[src/rtl/tile_spawner_pkg.sv]
// Shared tetromino types, spawner FSM states and the shape ROM contents.
// Shape masks are 4x4, bit index y*4+x, y=0 is the top row.
package tetris;

   localparam int PT_X_W = 6;
   localparam int PT_Y_W = 7;

   typedef enum logic [2:0] {eNon, eI, eO, eT, eS, eZ, eJ, eL} tile_type_e;

   typedef struct packed {
      logic [PT_X_W-1:0] x_m;
      logic [PT_Y_W-1:0] y_m;
   } point_t;

   typedef struct packed {
      logic [15:0] mask_m;
      logic [1:0]  min_x_m;
      logic [1:0]  max_x_m;
      logic [1:0]  min_y_m;
      logic [1:0]  max_y_m;
   } shape_info_t;

   typedef enum logic [2:0] {eIDLE, eFetch, eCheck, eUpdate, eWaiting, eOver} spawn_state_e;

   // Each angle step rotates clockwise in the 4x4 box: (x,y) -> (3-y,x).
   function automatic shape_info_t shape_word(input logic [4:0] addr);
      shape_info_t s;
      logic [15:0] m;
      logic [15:0] t;
      logic        any;
      case (addr[4:2])
         eI:      m = 16'h00F0;
         eO:      m = 16'h0066;
         eT:      m = 16'h0072;
         eS:      m = 16'h0036;
         eZ:      m = 16'h0063;
         eJ:      m = 16'h0071;
         eL:      m = 16'h0074;
         default: m = 16'h0000;
      endcase
      for (int r = 0; r < 3; r++) begin
         if (r < int'(addr[1:0])) begin
            t = '0;
            for (int y = 0; y < 4; y++)
               for (int x = 0; x < 4; x++)
                  t[x*4 + 3 - y] = m[y*4 + x];
            m = t;
         end
      end
      s.mask_m  = m;
      s.min_x_m = 2'd3;
      s.max_x_m = 2'd0;
      s.min_y_m = 2'd3;
      s.max_y_m = 2'd0;
      any       = 1'b0;
      for (int y = 0; y < 4; y++) begin
         for (int x = 0; x < 4; x++) begin
            if (m[y*4 + x]) begin
               any = 1'b1;
               if (2'(x) < s.min_x_m) s.min_x_m = 2'(x);
               if (2'(x) > s.max_x_m) s.max_x_m = 2'(x);
               if (2'(y) < s.min_y_m) s.min_y_m = 2'(y);
               if (2'(y) > s.max_y_m) s.max_y_m = 2'(y);
            end
         end
      end
      if (!any) begin
         s.min_x_m = 2'd0;
         s.min_y_m = 2'd0;
      end
      return s;
   endfunction

endpackage

[src/rtl/tile_spawner_memory_pattern.sv]
// Combinational shape ROM addressed by {tile type, angle}.
module memory_pattern
   import tetris::*;
#(
   parameter int width_p = 24,
   parameter int depth_p = 32
) (
   input  logic [$clog2(depth_p)-1:0] i_addr,
   output logic [width_p-1:0]         o_data
);

   assign o_data = width_p'(shape_word(5'(i_addr)));

endmodule

[src/rtl/tile_spawner.sv]
// Pending-tile queue plus the spawn sequencer: pop, place at the spawn point,
// ask for a collision check, then commit or declare game over.
module tile_spawner
   import tetris::*;
#(
   parameter int height_p      = 32,
   parameter int width_p       = 16,
   parameter int queue_depth_p = 4,
   parameter int spawn_x_p     = width_p/2 - 2
) (
   input  logic                               clk_i,
   input  logic                               reset_n_i,
   input  tile_type_e                         tile_type_i,
   input  logic [1:0]                         tile_angle_i,
   input  logic                               v_i,
   output logic                               ready_o,
   output tile_type_e                         preview_type_o,
   output logic                               preview_v_o,
   output logic [$clog2(queue_depth_p+1)-1:0] count_o,
   output logic                               chk_v_o,
   input  logic                               chk_done_i,
   input  logic                               chk_hit_i,
   output tile_type_e                         tile_type_o,
   output logic [1:0]                         tile_angle_o,
   output point_t                             pos_o,
   output logic                               v_o,
   input  logic                               cm_is_ready_i,
   output logic                               done_o,
   output logic                               game_over_o,
   input  logic                               restart_i
);

   localparam int CNT_W = $clog2(queue_depth_p+1);
   localparam int PTR_W = (queue_depth_p > 1) ? $clog2(queue_depth_p) : 1;
   localparam int Y_W   = $clog2(height_p) + 1;

   spawn_state_e      r_state, w_next;
   tile_type_e        r_q_type  [queue_depth_p];
   logic [1:0]        r_q_angle [queue_depth_p];
   logic [PTR_W-1:0]  r_wr_ptr, r_rd_ptr;
   logic [CNT_W-1:0]  r_count;
   tile_type_e        r_tile_type;
   logic [1:0]        r_tile_angle;
   point_t            r_pos;
   logic              w_push, w_pop, w_flush;
   logic [23:0]       w_rom;
   shape_info_t       w_shape;
   logic [Y_W-1:0]    w_spawn_y;
   logic [PT_Y_W-1:0] w_spawn_y_ext;
   logic              w_unused_shape;

   function automatic logic [PTR_W-1:0] inc_ptr(input logic [PTR_W-1:0] p);
      return (p == PTR_W'(queue_depth_p-1)) ? '0 : p + PTR_W'(1);
   endfunction

   assign preview_v_o    = (r_count != '0);
   assign preview_type_o = preview_v_o ? r_q_type[r_rd_ptr] : eNon;
   assign count_o        = r_count;
   assign ready_o        = (r_count < CNT_W'(queue_depth_p)) && (r_state != eOver);
   assign w_push         = v_i && ready_o && (tile_type_i != eNon);
   assign w_flush        = (r_state == eOver) && restart_i;

   always_ff @(posedge clk_i or negedge reset_n_i) begin
      if (!reset_n_i) begin
         r_wr_ptr <= '0;
         r_rd_ptr <= '0;
         r_count  <= '0;
         for (int i = 0; i < queue_depth_p; i++) begin
            r_q_type[i]  <= eNon;
            r_q_angle[i] <= '0;
         end
      end else if (w_flush) begin
         r_wr_ptr <= '0;
         r_rd_ptr <= '0;
         r_count  <= '0;
      end else begin
         if (w_push) begin
            r_q_type[r_wr_ptr]  <= tile_type_i;
            r_q_angle[r_wr_ptr] <= tile_angle_i;
            r_wr_ptr            <= inc_ptr(r_wr_ptr);
         end
         if (w_pop) r_rd_ptr <= inc_ptr(r_rd_ptr);
         case ({w_push, w_pop})
            2'b10:   r_count <= r_count + CNT_W'(1);
            2'b01:   r_count <= r_count - CNT_W'(1);
            default: r_count <= r_count;
         endcase
      end
   end

   always_ff @(posedge clk_i or negedge reset_n_i) begin
      if (!reset_n_i) r_state <= eIDLE;
      else            r_state <= w_next;
   end

   always_comb begin
      w_next = r_state;
      case (r_state)
         eIDLE:    if (preview_v_o && cm_is_ready_i) w_next = eFetch;
         eFetch:   w_next = eCheck;
         eCheck:   if (chk_done_i) w_next = chk_hit_i ? eOver : eUpdate;
         eUpdate:  w_next = eWaiting;
         eWaiting: if (cm_is_ready_i) w_next = eIDLE;
         eOver:    if (restart_i) w_next = eIDLE;
         default:  w_next = eIDLE;
      endcase
   end

   always_comb begin
      w_pop       = 1'b0;
      chk_v_o     = 1'b0;
      v_o         = 1'b0;
      done_o      = 1'b0;
      game_over_o = 1'b0;
      case (r_state)
         eIDLE:    w_pop       = preview_v_o && cm_is_ready_i;
         eCheck:   chk_v_o     = 1'b1;
         eUpdate:  v_o         = 1'b1;
         eWaiting: done_o      = cm_is_ready_i;
         eOver:    game_over_o = 1'b1;
         default:  ;
      endcase
   end

   memory_pattern #(.width_p(24), .depth_p(32)) u_shape_rom (
      .i_addr ({r_tile_type, r_tile_angle}),
      .o_data (w_rom)
   );

   assign w_shape        = shape_info_t'(w_rom);
   assign w_unused_shape = ^{w_shape.mask_m, w_shape.min_x_m, w_shape.max_x_m, w_shape.min_y_m};

   // Spawn row sits fully above the board: -(max_y+1) in board-height arithmetic.
   assign w_spawn_y = ~Y_W'(w_shape.max_y_m);

   always_comb begin
      w_spawn_y_ext          = {PT_Y_W{w_spawn_y[Y_W-1]}};
      w_spawn_y_ext[Y_W-1:0] = w_spawn_y;
   end

   always_ff @(posedge clk_i or negedge reset_n_i) begin
      if (!reset_n_i) begin
         r_tile_type  <= eNon;
         r_tile_angle <= '0;
         r_pos        <= '0;
      end else if (w_flush) begin
         r_tile_type  <= eNon;
      end else if (w_pop) begin
         r_tile_type  <= r_q_type[r_rd_ptr];
         r_tile_angle <= r_q_angle[r_rd_ptr];
      end else if (r_state == eFetch) begin
         r_pos.x_m    <= PT_X_W'(spawn_x_p);
         r_pos.y_m    <= w_spawn_y_ext;
      end
   end

   assign tile_type_o  = r_tile_type;
   assign tile_angle_o = r_tile_angle;
   assign pos_o        = r_pos;

endmodule

[config.mk]
export PLATFORM = sky130hd
export DESIGN_NAME = tile_spawner
export DESIGN_NICKNAME = d
export VERILOG_FILES = /design/src/rtl/tile_spawner_pkg.sv /design/src/rtl/tile_spawner_memory_pattern.sv /design/src/rtl/tile_spawner.sv
export SDC_FILE = /design/constraint.sdc
export NUM_CORES = 1
export LEC_CHECK = 0
export BUFFER_PORTS_ARGS = -buffer_cell sky130_fd_sc_hd__buf_2
export CORE_UTILIZATION = 58
export DETAILED_ROUTE_END_ITERATION = 16
export PLACE_DENSITY = 0.83
export SYNTH_ARGS = -nofsm -noshare
export SYNTH_HDL_FRONTEND = slang
export SYNTH_SLANG_ARGS = --single-unit
[constraint.sdc]
create_clock -name clk_i -period 6.9 [get_ports clk_i]
set_clock_uncertainty 0.2 [all_clocks]
set_input_delay 1.38 -clock clk_i [delete_from_list [all_inputs] [get_ports clk_i]]
set_output_delay 1.38 -clock clk_i [all_outputs]
set_load 0.03 [all_outputs]
# After elaboration in Yosys (flattened, before gate mapping)
# Cells that the tools add are included.
word_totals:
  register_bits: 42
  in_bits: 12
classes:
  addsub: 4
  n_lt_le_gt_ge: 56
  eq_ne: 21
  mux: 103
  bitwise_logic: 5
  n_reduce_logical: 16
op_table:
  columns: ["operator", "count"]
  rows:
  - ["2-bit two-way mux", 61]
  - ["8-bit two-way mux", 10]
  - ["8-bit case mux with 7 select lines", 1]
  - ["16-bit two-way mux", 3]
  - ["3-bit two-way mux", 12]
  - ["1-bit by 2-bit < comparator with 1-bit output, first input constant", 16]
  - ["2-bit > comparator, first input constant", 14]
  - ["2-bit < comparator, first input constant", 13]
  - ["3-bit == test, second input constant", 6]
  - ["1-bit by 2-bit > comparator with 1-bit output, first input constant", 9]
  - ["6-bit two-way mux", 3]
  - ["3-bit case mux with 6 select lines", 1]
  - ["12-bit bitwise mux", 1]
  - ["3-bit by 2-bit == test with 1-bit output, second input constant", 4]
  - ["3-bit nonzero test", 3]
  - ["8-bit bitwise mux", 1]
  - ["2-bit != test, second input constant", 4]
  - ["3-bit binary-select mux with 2-bit select", 1]
  - ["3-bit demux with 2-bit select", 1]
  - ["2-bit == test, second input constant", 3]
  - ["3-bit by 1-bit == test with 1-bit output, second input constant", 2]
  - ["3-bit greater-or-equal comparator, second input constant", 2]
  - ["1-bit logical AND", 6]
  - ["2-bit inverter with 3-bit output", 2]
  - ["other kinds (18)", 26]

# Depth between registers and ports, before layout
depth:
  depth_word: 52
  ltp_mapped: 9
  depth_no_buf: 7

# Hierarchy
# Synthesis repeated with hierarchy kept, for this count alone.
hier_totals:
  hier_cells: 240
  hier_area_um2: 2534.9
modules_own_cells:
  columns: ["mod", "n_inst", "cells_each", "area_per_inst_um2"]
  rows:
  - ["tile_spawner", 1, 171, 2130.8]
  - ["memory_pattern", 1, 69, 404.1]

# Least setup slack after synthesis
# No wires, ideal clock.
synth_timing:
  kind: "input port to output port"
  start: "input port cm_is_ready_i"
  end: "output port done_o"
  arrival_ns: 1.686
  t_required_ns: 5.320
  slack_ns: 3.634
  cell_stages: 1
  path_cell_list: "and3_1"
synth_between:
  elab_chain_cells: 1
synth_lines:
  columns: ["item", "line", "source"]
  rows:
  - ["from (decl)", "tile_spawner.sv:27", "input logic cm_is_ready_i,"]
  - ["1-bit two-way mux", "tile_spawner.sv:115", "case (r_state)"]
  - ["to (decl)", "tile_spawner.sv:28", "output logic done_o,"]
# No other way between the ends.

# Final worst setup path
layout_timing:
  start: "register r_rd_ptr[0]"
  end: "output port preview_type_o[0]"
layout_between:
  elab_chain_cells: 5
layout_lines:
  columns: ["item", "line", "source"]
  rows:
  - ["from (decl)", "tile_spawner.sv:40", "logic [PTR_W-1:0] r_wr_ptr, r_rd_ptr;"]
  - ["from (signal assigned)", "tile_spawner.sv:82", "if (w_pop) r_rd_ptr <= inc_ptr(r_rd_ptr);"]
  - ["2-bit inverter with 3-bit output (not written as such)", "tile_spawner.sv:57", "assign preview_type_o = preview_v_o ? r_q_type[r_rd_ptr] : eNon;"]
  - ["3-bit binary-select mux with 2-bit select", "tile_spawner.sv:57", null]
  - ["3-bit two-way mux (not written as such) (2 in series)", "tile_spawner.sv:57", null]
  - ["3-bit two-way mux", "tile_spawner.sv:57", null]
  - ["to (decl)", "tile_spawner.sv:17", "output tile_type_e preview_type_o,"]
# No other way between the ends. The select of a mux whose other input is x is not followed.

==> run_results.csv <==
group,metric,value,unit
outcome,run_status,"completed",
timing,maxSlewHeadroom,44.4,%
yosys,synth_top_cell_by_area,"sky130_fd_sc_hd__dfrtp_1",
critical_path,reg2reg_setup_slack,4.30,ns
timing,hold_viol_final,0,
global_route,grt_util_all_layers,24.0,%
worst_hold_path,hold_wc_startpoint,"r_q_angle[2]",
critical_path,setup.worst_path.start,"r_rd_ptr[0]",
timing,maxSlewViolCount,0,
timing,final.hold.worst_slack,0.292,ns
drt,first_iter_violations,52,
critical_path,critical-path-slowest-cell,"sky130_fd_sc_hd__dfrtp_1",
global_route,grt_start_max_net_pins,39,
timing,maxClockFrequency,0.280,GHz
critical_path,worstPathCellList,"mux4_2 -> and2_1 -> buf_2",
yosys,synth_async_sr_flop_share,100,%
job,max_cap_viol_count,0,
worst_hold_path,worst_hold_path_type,"reg -> reg",
drt,drc,0,
drt,via_count,1371,
pwr,max-vdd-ir-drop,0.239,mV
floorplan,std_cell_rows,21,
yosys,ys_top_cells_by_area,"sky130_fd_sc_hd__dfrtp_1 47%, sky130_fd_sc_hd__mux2_1 11%, sky130_fd_sc_hd__buf_4 5.9%",
critical_path,crit_path_max_incr_delay,0.65,ns
yosys,post-synth-top-count-cell,"sky130_fd_sc_hd__dfrtp_1",
global_route,grt_antenna_before_repair,0,
timing,timing.final.setup_violations,0,
drt,postRouteAntennaNets,0,
yosys,number_of_flip_flops_and_latches_in_the_synthesized_netlist,38,
critical_path,reg_to_reg_end,"count_o[2]",
yosys,ys_warn_count,0,
critical_path,rr_startpoint,"count_o[2]",
clock_network,hold_buffers,0,
critical_path,setup.worst_path.class,"reg -> out",
clock_network,clock_tree.root_cell,"sky130_fd_sc_hd__clkbuf_4",
critical_path,worst-r2r-cell-count,7,
clock_network,tritoncts,"yes",
clock_network,clk_pin_slew_worst_paths,0.13,ns
timing,rsz_0062_raised_after_global_routing,"no",
floorplan,die_area,3720,um2
clock_network,tritoncts.num_buffers,5,
global_route,vias_in_the_first_global_route,1348,
yosys,synthDistinctLibCells,40,
timing,final.min_clock_period,3.57,ns
floorplan,die_height,61.0,um
critical_path,critical_path_required,5.32,ns
clock_network,setup_fix_bufs_post_cts,0,
pwr,power_per_cell_area,516,nW/um2
yosys,proportion_of_netlist_area_held_by_the_largest_area_contributor,47.1,%
layout,diodes,0,
yosys,synthCells,176,
floorplan,core_area,3340,um2
critical_path,timing.critical_path.to_type,"primary output",
global_route,residual_overflow_from_global_routing,0,
yosys,synthTopCellsByCount,"38 x sky130_fd_sc_hd__dfrtp_1, 20 x sky130_fd_sc_hd__mux2_1, 19 x sky130_fd_sc_hd__nand2_1",
clock_network,number_of_buffers_on_the_longest_clock_path,2,
clock_network,insertion_delay,0.36,ns
yosys,netlist_area,2020,um2
placement,numPortBuffers,37,
worst_hold_path,hold_path_end,"r_q_angle[2]",
worst_hold_path,holdPathStages,1,
pwr,total_power,1150,uW
floorplan,pin_count,42,
drt,drt-wirelength-per-cell,15.5,um
timing,worstMarginPinSlew,0.834,ns
yosys,synth_edf_count,0,
drt,detail_route.wirelength,3880,um
placement,routabilityCongestion,0.780,
placement,hpwlAfterDp,2850,um
yosys,syn-mean-instance-area,11.5,um2
critical_path,critPathLaunchType,"register",
floorplan,die_w,61.0,um
yosys,yosysSeqAreaShare,47.1,%
global_route,grt_first_pass_wirelength,6140,um
floorplan,floorplan.initialDensity,60.5,%
layout,drive_above_1_share,27.5,%
layout,synthToLayoutAreaGrowth,10.6,%
critical_path,worstPathArrival,1.99,ns
clock_network,cts.htree.levels,2,
pwr,total_leakage_power,0.00105,uW
timing,fin_tns_setup,0,ns
layout,final_net_count,221,
drt,detailedRoute.firstPassIterationCount,4,
yosys,synthFlopType,"sky130_fd_sc_hd__dfrtp_1",
critical_path,crit_path_max_fanout,8,
timing,final_worst_path_cycle_share,51.7,%
clock_network,clock_sink_count,38,
drt,drt-vias-per-instance,5.48,
clock_network,cts_resized,0,
-- critical path: cells and delay by family, from the launching register on --
| family | cells | cell delay [ns] |
|---|---|---|
| DFF | 1 | 0.65 |
| buffers and inverters | 1 | 0.17 |
| muxes | 1 | 0.61 |
| and+or+nand+nor | 1 | 0.18 |
-- how the worst max path moves through the flow --
stage                         to
2_1_floorplan             done_o
3_3_place_gp              done_o
3_5_place_dp              done_o
4_1_cts        preview_type_o[0]
5_1_grt        preview_type_o[0]
6_report       preview_type_o[0]
-- sequential cells by signal, indices dropped and copies added, names as in the netlist --
register      flops
count_o           3
pos_o             3
r_q_angle         8
r_q_type         12
r_rd_ptr          2
r_state           3
r_wr_ptr          2
tile_angle_o      2
tile_type_o       3
-- layout make-up --
cell class | count | area (um2)
sequential | 38 | 951
tap | 46 | 57.6
clock inverter | 2 | 60.1
clock buffer | 6 | 51.3
timing repair buffer | 37 | 185
multi-input combinational | 117 | 913
inverter | 4 | 15.0
fill | 269 | 1100
-- layout by cell type, fill, tap and decap left out, types with 2 or more instances in the layout --
cell and n:
sky130_fd_sc_hd__nand3_1 6, sky130_fd_sc_hd__inv_1 4, sky130_fd_sc_hd__nor2_1 11, sky130_fd_sc_hd__nand2b_1 3, sky130_fd_sc_hd__and2_1 7, sky130_fd_sc_hd__clkbuf_4 5
sky130_fd_sc_hd__ha_1 5, sky130_fd_sc_hd__mux2_1 20, sky130_fd_sc_hd__conb_1 4, sky130_fd_sc_hd__nand2_1 19, sky130_fd_sc_hd__dfrtp_1 38, sky130_fd_sc_hd__mux4_2 5
sky130_fd_sc_hd__a21oi_1 4, sky130_fd_sc_hd__buf_2 37, sky130_fd_sc_hd__o21ai_0 6, sky130_fd_sc_hd__a22oi_1 2, sky130_fd_sc_hd__o31ai_1 2, sky130_fd_sc_hd__bufinv_16 2
sky130_fd_sc_hd__or3_1 3
-- report_power, final --
group          internal (uW)  switching (uW)
registers                328             105
logic                    220             298
clock network            123            77.6
-- metal layers --
layer,global-route usage [%],part of all wire [%],up-vias
li1,-,-,659
met1,28.9,43,664
met2,40.0,50,42
met3,8.10,4.6,6
met4,9.42,1.4,0
met5,0,0,-
-- metrics by stage --
| step | util (%) | cell area (um2) | setup slack (ns) | std cells |
|---|---|---|---|---|
| 5_1_grt | 66.9 | 2230 | 3.24 | 250 |
| 3_3_place_gp | 63.6 | 2120 | 3.53 | 242 |
| 4_1_cts | 66.9 | 2230 | 3.34 | 250 |
| 3_5_place_dp | 63.6 | 2120 | 3.52 | 242 |
| 6_report | 66.9 | 2230 | 3.33 | 250 |
| 2_1_floorplan | - | 2030 | 3.63 | 179 |
-- logic make-up after synthesis --
group / count (synthesis) / share of synthesized area (%)
AOI/OAI and AO/OA: 21 / 7.06
xor gates and xnor gates: 1 / 0.434
adders and majority gates: 6 / 4.09
buffers and inverters: 24 / 8.24
DFF: 38 / 47.1
muxes: 27 / 17.8
other: 1 / 0.186
and+or+nand+nor: 58 / 15.1
(Power assumes the default switching activity.)
